==> src/rtl/tiny_nn_result_tx.sv <==
// Result transmit path: canonicalises fp_t results, queues them in a small FIFO
// and serialises each as a high byte then a low byte on the output bus.
module tiny_nn_result_tx #(
   parameter int FifoDepth  = 4,
   parameter int CountWidth = 8
) (
   input  logic                  clk_i,
   input  logic                  rst_i,
   input  logic                  res_valid_i,
   output logic                  res_ready_o,
   input  logic [15:0]           res_i,
   input  logic                  flush_i,
   output logic                  out_valid_o,
   input  logic                  out_ready_i,
   output logic [7:0]            out_data_o,
   output logic                  out_hi_o,
   output logic                  empty_o,
   output logic [CountWidth-1:0] nan_count_o
);

   localparam int AW = (FifoDepth > 1) ? $clog2(FifoDepth) : 1;
   localparam logic [AW:0] CNT_FULL = (AW+1)'(FifoDepth);

   typedef enum logic [1:0] {IDLE, SEND_HI, SEND_LO} state_e;

   state_e                       state_q, state_d;
   logic [FifoDepth-1:0][15:0]   mem_q, mem_d;
   logic [AW-1:0]                wr_ptr_q, wr_ptr_d, rd_ptr_q, rd_ptr_d;
   logic [AW:0]                  cnt_q, cnt_d;
   logic [15:0]                  res_q, res_d;
   logic                         out_valid_q, out_valid_d;
   logic                         out_hi_q, out_hi_d;
   logic [7:0]                   out_data_q, out_data_d;
   logic [CountWidth-1:0]        nan_cnt_q, nan_cnt_d;

   logic        fifo_full, fifo_empty, push, pop, is_nan;
   logic [15:0] canon, head;

   assign fifo_full  = (cnt_q == CNT_FULL);
   assign fifo_empty = (cnt_q == '0);
   assign head       = mem_q[rd_ptr_q];

   // Zero exponent with a set sign (including -0) is treated as NaN too.
   assign is_nan = ((res_i[14:7] == 8'h00) && ((res_i[6:0] != 7'd0) || res_i[15])) ||
                   ((res_i[14:7] == 8'hFF) && (res_i[6:0] != 7'd0));
   assign canon  = is_nan ? 16'hFFFF : res_i;

   assign res_ready_o = !fifo_full && !flush_i && !rst_i;
   assign push        = res_valid_i && res_ready_o;

   assign out_valid_o = out_valid_q;
   assign out_data_o  = out_data_q;
   assign out_hi_o    = out_hi_q;
   assign nan_count_o = nan_cnt_q;
   assign empty_o     = fifo_empty && (state_q == IDLE);

   always_comb begin
      state_d     = state_q;
      res_d       = res_q;
      out_valid_d = out_valid_q;
      out_data_d  = out_data_q;
      out_hi_d    = out_hi_q;
      pop         = 1'b0;

      // Queued entries are never started on a flush edge; they are being discarded.
      case (state_q)
         IDLE: begin
            if (!fifo_empty && !flush_i) pop = 1'b1;
         end
         SEND_HI: begin
            if (out_ready_i) begin
               state_d    = SEND_LO;
               out_data_d = res_q[7:0];
               out_hi_d   = 1'b0;
            end
         end
         SEND_LO: begin
            if (out_ready_i) begin
               if (!fifo_empty && !flush_i) begin
                  pop = 1'b1;
               end else begin
                  state_d     = IDLE;
                  out_valid_d = 1'b0;
               end
            end
         end
         default: state_d = IDLE;
      endcase

      if (pop) begin
         state_d     = SEND_HI;
         res_d       = head;
         out_valid_d = 1'b1;
         out_data_d  = head[15:8];
         out_hi_d    = 1'b1;
      end
   end

   always_comb begin
      mem_d     = mem_q;
      wr_ptr_d  = wr_ptr_q;
      rd_ptr_d  = rd_ptr_q;
      cnt_d     = cnt_q;
      nan_cnt_d = nan_cnt_q;

      if (push && is_nan && (nan_cnt_q != '1)) nan_cnt_d = nan_cnt_q + 1'b1;

      if (flush_i) begin
         wr_ptr_d = '0;
         rd_ptr_d = '0;
         cnt_d    = '0;
      end else begin
         if (push) begin
            mem_d[wr_ptr_q] = canon;
            wr_ptr_d        = wr_ptr_q + 1'b1;
         end
         if (pop) rd_ptr_d = rd_ptr_q + 1'b1;
         case ({push, pop})
            2'b10:   cnt_d = cnt_q + 1'b1;
            2'b01:   cnt_d = cnt_q - 1'b1;
            default: cnt_d = cnt_q;
         endcase
      end
   end

   always_ff @(posedge clk_i) begin
      if (rst_i) begin
         state_q     <= IDLE;
         mem_q       <= '0;
         wr_ptr_q    <= '0;
         rd_ptr_q    <= '0;
         cnt_q       <= '0;
         res_q       <= '0;
         out_valid_q <= 1'b0;
         out_data_q  <= '0;
         out_hi_q    <= 1'b0;
         nan_cnt_q   <= '0;
      end else begin
         state_q     <= state_d;
         mem_q       <= mem_d;
         wr_ptr_q    <= wr_ptr_d;
         rd_ptr_q    <= rd_ptr_d;
         cnt_q       <= cnt_d;
         res_q       <= res_d;
         out_valid_q <= out_valid_d;
         out_data_q  <= out_data_d;
         out_hi_q    <= out_hi_d;
         nan_cnt_q   <= nan_cnt_d;
      end
   end

endmodule

==> config.mk <==
export PLATFORM = sky130hd
export DESIGN_NAME = tiny_nn_result_tx
export DESIGN_NICKNAME = d
export VERILOG_FILES = /design/src/rtl/tiny_nn_result_tx.sv
export SDC_FILE = /design/constraint.sdc
export NUM_CORES = 1
export LEC_CHECK = 0
export ABC_AREA = 1
export BUFFER_PORTS_ARGS = -buffer_cell sky130_fd_sc_hd__buf_2
export CORE_UTILIZATION = 35
export CTS_BUF_LIST = sky130_fd_sc_hd__clkbuf_4 sky130_fd_sc_hd__clkbuf_8 sky130_fd_sc_hd__clkbuf_16
export DETAILED_ROUTE_END_ITERATION = 8
export GPL_TIMING_DRIVEN = 0
export PLACE_DENSITY_LB_ADDON = 0.1
export SLEW_MARGIN = 20
export SYNTH_ARGS = -nofsm -noshare
export SYNTH_HDL_FRONTEND = slang
export SYNTH_SLANG_ARGS = --single-unit
==> constraint.sdc <==
create_clock -name clk_i -period 4.2 [get_ports clk_i]
set_input_delay 1.26 -clock clk_i [delete_from_list [all_inputs] [get_ports clk_i]]
set_output_delay 1.26 -clock clk_i [all_outputs]
set_load 0.1 [all_outputs]
==> qor.csv <==
stage,metric,value,unit
floorplanning,initial_utilization,36.0,%
critical_path,r2r_slack,1850,ps
grt,grt_overflow_total,0,
critical_path,worstReg2RegEnd,cnt_q[2]$_SDFFE_PP0P_,
critical_path,critical_path_peak_fanout,8,
clock_network,cell_at_the_root_of_the_clock_tree,sky130_fd_sc_hd__clkbuf_16,
power,power.share.sequential,49.3,%
clock_network,tritoncts_clock_tree,yes,
sta,tightestPinTransition,713,ps
logic_synthesis,synth_cells,746,
logic_synthesis,ys_ff_latch,99,
critical_path,required,2940,ps
detailed_routing,detailedRoute.firstIterationViolations,194,
critical_path,critical_path.endpoint,res_ready_o,
flow_run,cap_viol_max_count,0,
grt,largest_net_degree_at_the_start_of_global_routing,15,
power,power_frac_clock,41.2,%
logic_synthesis,most_area_consuming_cells_after_synthesis,"sky130_fd_sc_hd__dfxtp_1 40%, sky130_fd_sc_hd__nand2_1 15%, sky130_fd_sc_hd__inv_1 11%",
detailed_routing,dr.pass1.iters,4,
sta,slew_viol_final,0,
power,total_leakage_power,2.75,nW
grt,grt_pass1_vias,4358,
sta,setup_viol,0,
grt,grt_pass1_wl,21.6,mm
sta,maxSlewHeadroom,52.5,%
min_path,hold_class,reg2reg,
logic_synthesis,syn-num-nets,774,
critical_path,crit_path_frequent_cell,sky130_fd_sc_hd__buf_2,
grt,gr-usage-all-layers,19.4,%
logic_synthesis,synth_largest_area_cell,sky130_fd_sc_hd__dfxtp_1,
detailed_routing,num_vias,4577,
clock_network,postCtsSetupBuffers,0,
placed_design,post-dp-hpwl,9.88,mm
critical_path,timing.critical_path.cells,buf_2 -> nor2_4 -> inv_1 -> a31oi_2 -> buf_2,
critical_path,critPathLaunch,flush_i,
final_layout,final_layout_size_suffix_gt1_share,11.9,%
sta,fin_worst_skew,7.02,ps
floorplanning,design.die.area,14800,µm²
critical_path,critical_path.slowest_cell,sky130_fd_sc_hd__buf_2,
grt,initial_antenna_violation_count,0,
logic_synthesis,synthesis.area,5000,µm²
final_layout,design.final.nets,825,
floorplanning,top_level_ports,41,
final_layout,layout-area-overhead-vs-synth,14.3,%
critical_path,startpoint_type,input pin,
power,p_per_area,341,nW/µm²
final_layout,antenna-diode-count,0,
outcome,run_status,completed,
floorplanning,chipWidth,122,µm
logic_synthesis,yosysSeqAreaShare,39.6,%
clock_network,tritoncts.num_buffers,9,
power,worst_ir_drop_vdd,0.195,mV
clock_network,clock_latency_reported_for_the_late_side_of_the_worst_skew_pair,350,ps
sta,report.final.hold_viol_count,0,
sta,final_period_minus_worst_setup_slack,3570,ps
placed_design,place.gp.congestion,0.802,
sta,achievable-frequency,280,MHz
clock_network,clkTransAtPathRegs,60,ps
power,power_switching,0.000495,W
clock_network,clk_path_buf_depth,2,
placed_design,port_buf_inserts,40,
sta,final_critical_path_setup_slack,627,ps
critical_path,worstRegToRegCells,12,
detailed_routing,wirelength_routed,13.2,mm
critical_path,crit-reg2reg-launch,cnt_q[0]$_SDFFE_PP0P_,
detailed_routing,route.detailed.vias_per_inst,4.67,
clock_network,clock-sinks,99,
clock_network,postCtsResizedCells,0,
detailed_routing,wl_per_cell,13.4,µm
power,power.share.switching,25.4,%
logic_synthesis,synth_warnings,0,
floorplanning,coreArea,13900,µm²
power,cell_internal_pwr,0.00146,W
critical_path,path_class,in2out,
critical_path,cp.arrival,2310,ps
detailed_routing,drc,0,
critical_path,crit_path_end_kind,output pin,
floorplanning,fp.dieH,122,µm
sta,rsz_0062_raised_after_global_routing,false,
floorplanning,row_count,43,
clock_network,clock_tree.htree_level_count,3,
logic_synthesis,synth.lib_cells_used.distinct,28,
sta,setup_total_negative_slack,0,ps
critical_path,max_stage_delay,440,ps
logic_synthesis,synthesis.area_per_instance,6.70,µm²
sta,min_period_over_period,85.1,%
power,power_frac_comb,9.4,%
logic_synthesis,netlist.area_leader.share,39.6,%
detailed_routing,antenna_left,0,
placed_design,dpl_worst_slack,614,ps
clock_network,cts_hold_repair.buffers,0,
[final cells by class]
| class | count | area [µm²] |
|---|---|---|
| fillers | 1488 | 8170 |
| flip-flops and latches | 99 | 1980 |
| clock inverters | 2 | 10.0 |
| well taps | 180 | 225 |
| inverters | 148 | 568 |
| plain buffers | 36 | 231 |
| repair buffers | 40 | 200 |
| clock buffers | 13 | 274 |
| multi-input cells | 463 | 2220 |
[worst min-delay path by stage]
stage,startpoint,endpoint,slack [ps],depth (start not counted)
after floorplan,cnt_q[0]$_SDFFE_PP0P_,cnt_q[0]$_SDFFE_PP0P_,420,1
after global placement,cnt_q[0]$_SDFFE_PP0P_,cnt_q[0]$_SDFFE_PP0P_,440,1
after detailed placement,cnt_q[0]$_SDFFE_PP0P_,cnt_q[0]$_SDFFE_PP0P_,450,1
after CTS,cnt_q[0]$_SDFFE_PP0P_,cnt_q[0]$_SDFFE_PP0P_,460,1
after global routing,res_q[5]$_SDFFE_PP0P_,res_q[5]$_SDFFE_PP0P_,490,2
final,cnt_q[0]$_SDFFE_PP0P_,cnt_q[0]$_SDFFE_PP0P_,460,1
[cells in the mapped netlist]
cell type	n
sky130_fd_sc_hd__nand2_4	2
sky130_fd_sc_hd__nor3_1	5
sky130_fd_sc_hd__o21ai_0	48
sky130_fd_sc_hd__inv_1	140
sky130_fd_sc_hd__nand3_1	13
sky130_fd_sc_hd__o21a_1	32
sky130_fd_sc_hd__nand4_1	8
sky130_fd_sc_hd__o31ai_1	1
sky130_fd_sc_hd__buf_2	8
sky130_fd_sc_hd__buf_6	9
sky130_fd_sc_hd__a211oi_1	1
sky130_fd_sc_hd__nor2_1	43
sky130_fd_sc_hd__nand3_4	1
sky130_fd_sc_hd__a21oi_1	86
sky130_fd_sc_hd__clkbuf_1	10
sky130_fd_sc_hd__nor2_4	3
sky130_fd_sc_hd__buf_1	4
sky130_fd_sc_hd__nor2_2	1
sky130_fd_sc_hd__nand2_1	203
sky130_fd_sc_hd__fa_1	1
sky130_fd_sc_hd__nand2_2	2
sky130_fd_sc_hd__inv_4	5
sky130_fd_sc_hd__ha_1	6
sky130_fd_sc_hd__inv_2	3
sky130_fd_sc_hd__buf_4	5
sky130_fd_sc_hd__dfxtp_1	99
sky130_fd_sc_hd__a31oi_1	4
sky130_fd_sc_hd__o21ai_1	3
[power groups by stage]
| stage | Clock, W | Combinational, W | Sequential [W] |
|---|---|---|---|
| 4_1_cts | 0.000835 | 0.000185 | 0.000962 |
| 6_report | 0.000805 | 0.000184 | 0.000963 |
| 3_3_place_gp | 0 | 0.000183 | 0.000983 |
| 2_1_floorplan | 0 | 0.000102 | 0.00101 |
| 3_5_place_dp | 0 | 0.000185 | 0.000984 |
| 5_1_grt | 0.000863 | 0.000204 | 0.000964 |
[placed cells by master, fill, tap and decap left out, types with 2 or more instances in the layout]
| master | count |
|---|---|
| sky130_fd_sc_hd__ha_1 | 6 |
| sky130_fd_sc_hd__buf_2 | 48 |
| sky130_fd_sc_hd__clkinv_2 | 2 |
| sky130_fd_sc_hd__inv_4 | 5 |
| sky130_fd_sc_hd__nand2_4 | 2 |
| sky130_fd_sc_hd__nor2_4 | 3 |
| sky130_fd_sc_hd__dfxtp_1 | 99 |
| sky130_fd_sc_hd__o21ai_1 | 3 |
| sky130_fd_sc_hd__nand4_1 | 8 |
| sky130_fd_sc_hd__o21ai_0 | 48 |
| sky130_fd_sc_hd__a21oi_1 | 86 |
| sky130_fd_sc_hd__nor2_1 | 43 |
| sky130_fd_sc_hd__buf_1 | 4 |
| sky130_fd_sc_hd__nand2_1 | 203 |
| sky130_fd_sc_hd__buf_4 | 5 |
| sky130_fd_sc_hd__buf_6 | 9 |
| sky130_fd_sc_hd__nor3_1 | 5 |
| sky130_fd_sc_hd__nand3_1 | 13 |
| sky130_fd_sc_hd__a31oi_1 | 3 |
| sky130_fd_sc_hd__clkbuf_8 | 3 |
| sky130_fd_sc_hd__inv_2 | 3 |
| sky130_fd_sc_hd__inv_1 | 140 |
| sky130_fd_sc_hd__clkbuf_16 | 9 |
| sky130_fd_sc_hd__o21a_1 | 32 |
| sky130_fd_sc_hd__clkbuf_1 | 10 |
| sky130_fd_sc_hd__nand2_2 | 2 |
[critical path, delay by kind of cell]
| family | cells | cell delay (ps) |
|---|---|---|
| compound gates | 1 | 140 |
| buf+inv | 3 | 680 |
| simple gates | 1 | 230 |
[logic make-up (layout without fill, tap and decap cells)]
group,Yosys count,count (layout),synth area share (%)
compound gates,175,175,19.3
buf+inv,184,239,16.0
simple gates,281,281,23.1
flops,99,99,39.6
fa+ha+maj,7,7,1.90
[metrics by stage]
stage          instance area, µm²  power [W]  hold WS, ps  utilization (%)  std cells
2_1_floorplan                5000    0.00111          422                -        746
3_3_place_gp                 5430    0.00117          437             39.1        966
3_5_place_dp                 5430    0.00117          446             39.1        966
4_1_cts                      5710    0.00198          461             41.2        981
5_1_grt                      5710    0.00203          492             41.2        981
6_report                     5710    0.00195          463             41.2        981
[flip-flops by register name, indices dropped and copies added (netlist names)]
register,cells
mem_q,64
nan_count_o,8
out_data_o,8
res_q,8
cnt_q,3
rd_ptr_q,2
state_q,2
wr_ptr_q,2
out_hi_o,1
out_valid_o,1
[per-layer routing]
| layer | vias up | share of wire, % | GRT usage (%) |
|---|---|---|---|
| met2 | 83 | 48 | 33.3 |
| met3 | 23 | 3.8 | 4.56 |
| met4 | 0 | 2.6 | 7.25 |
| met5 | - | 0 | 0 |
| met1 | 2072 | 46 | 23.3 |
| li1 | 2399 | - | - |
No activity file was read; power rests on OpenSTA's default activity.
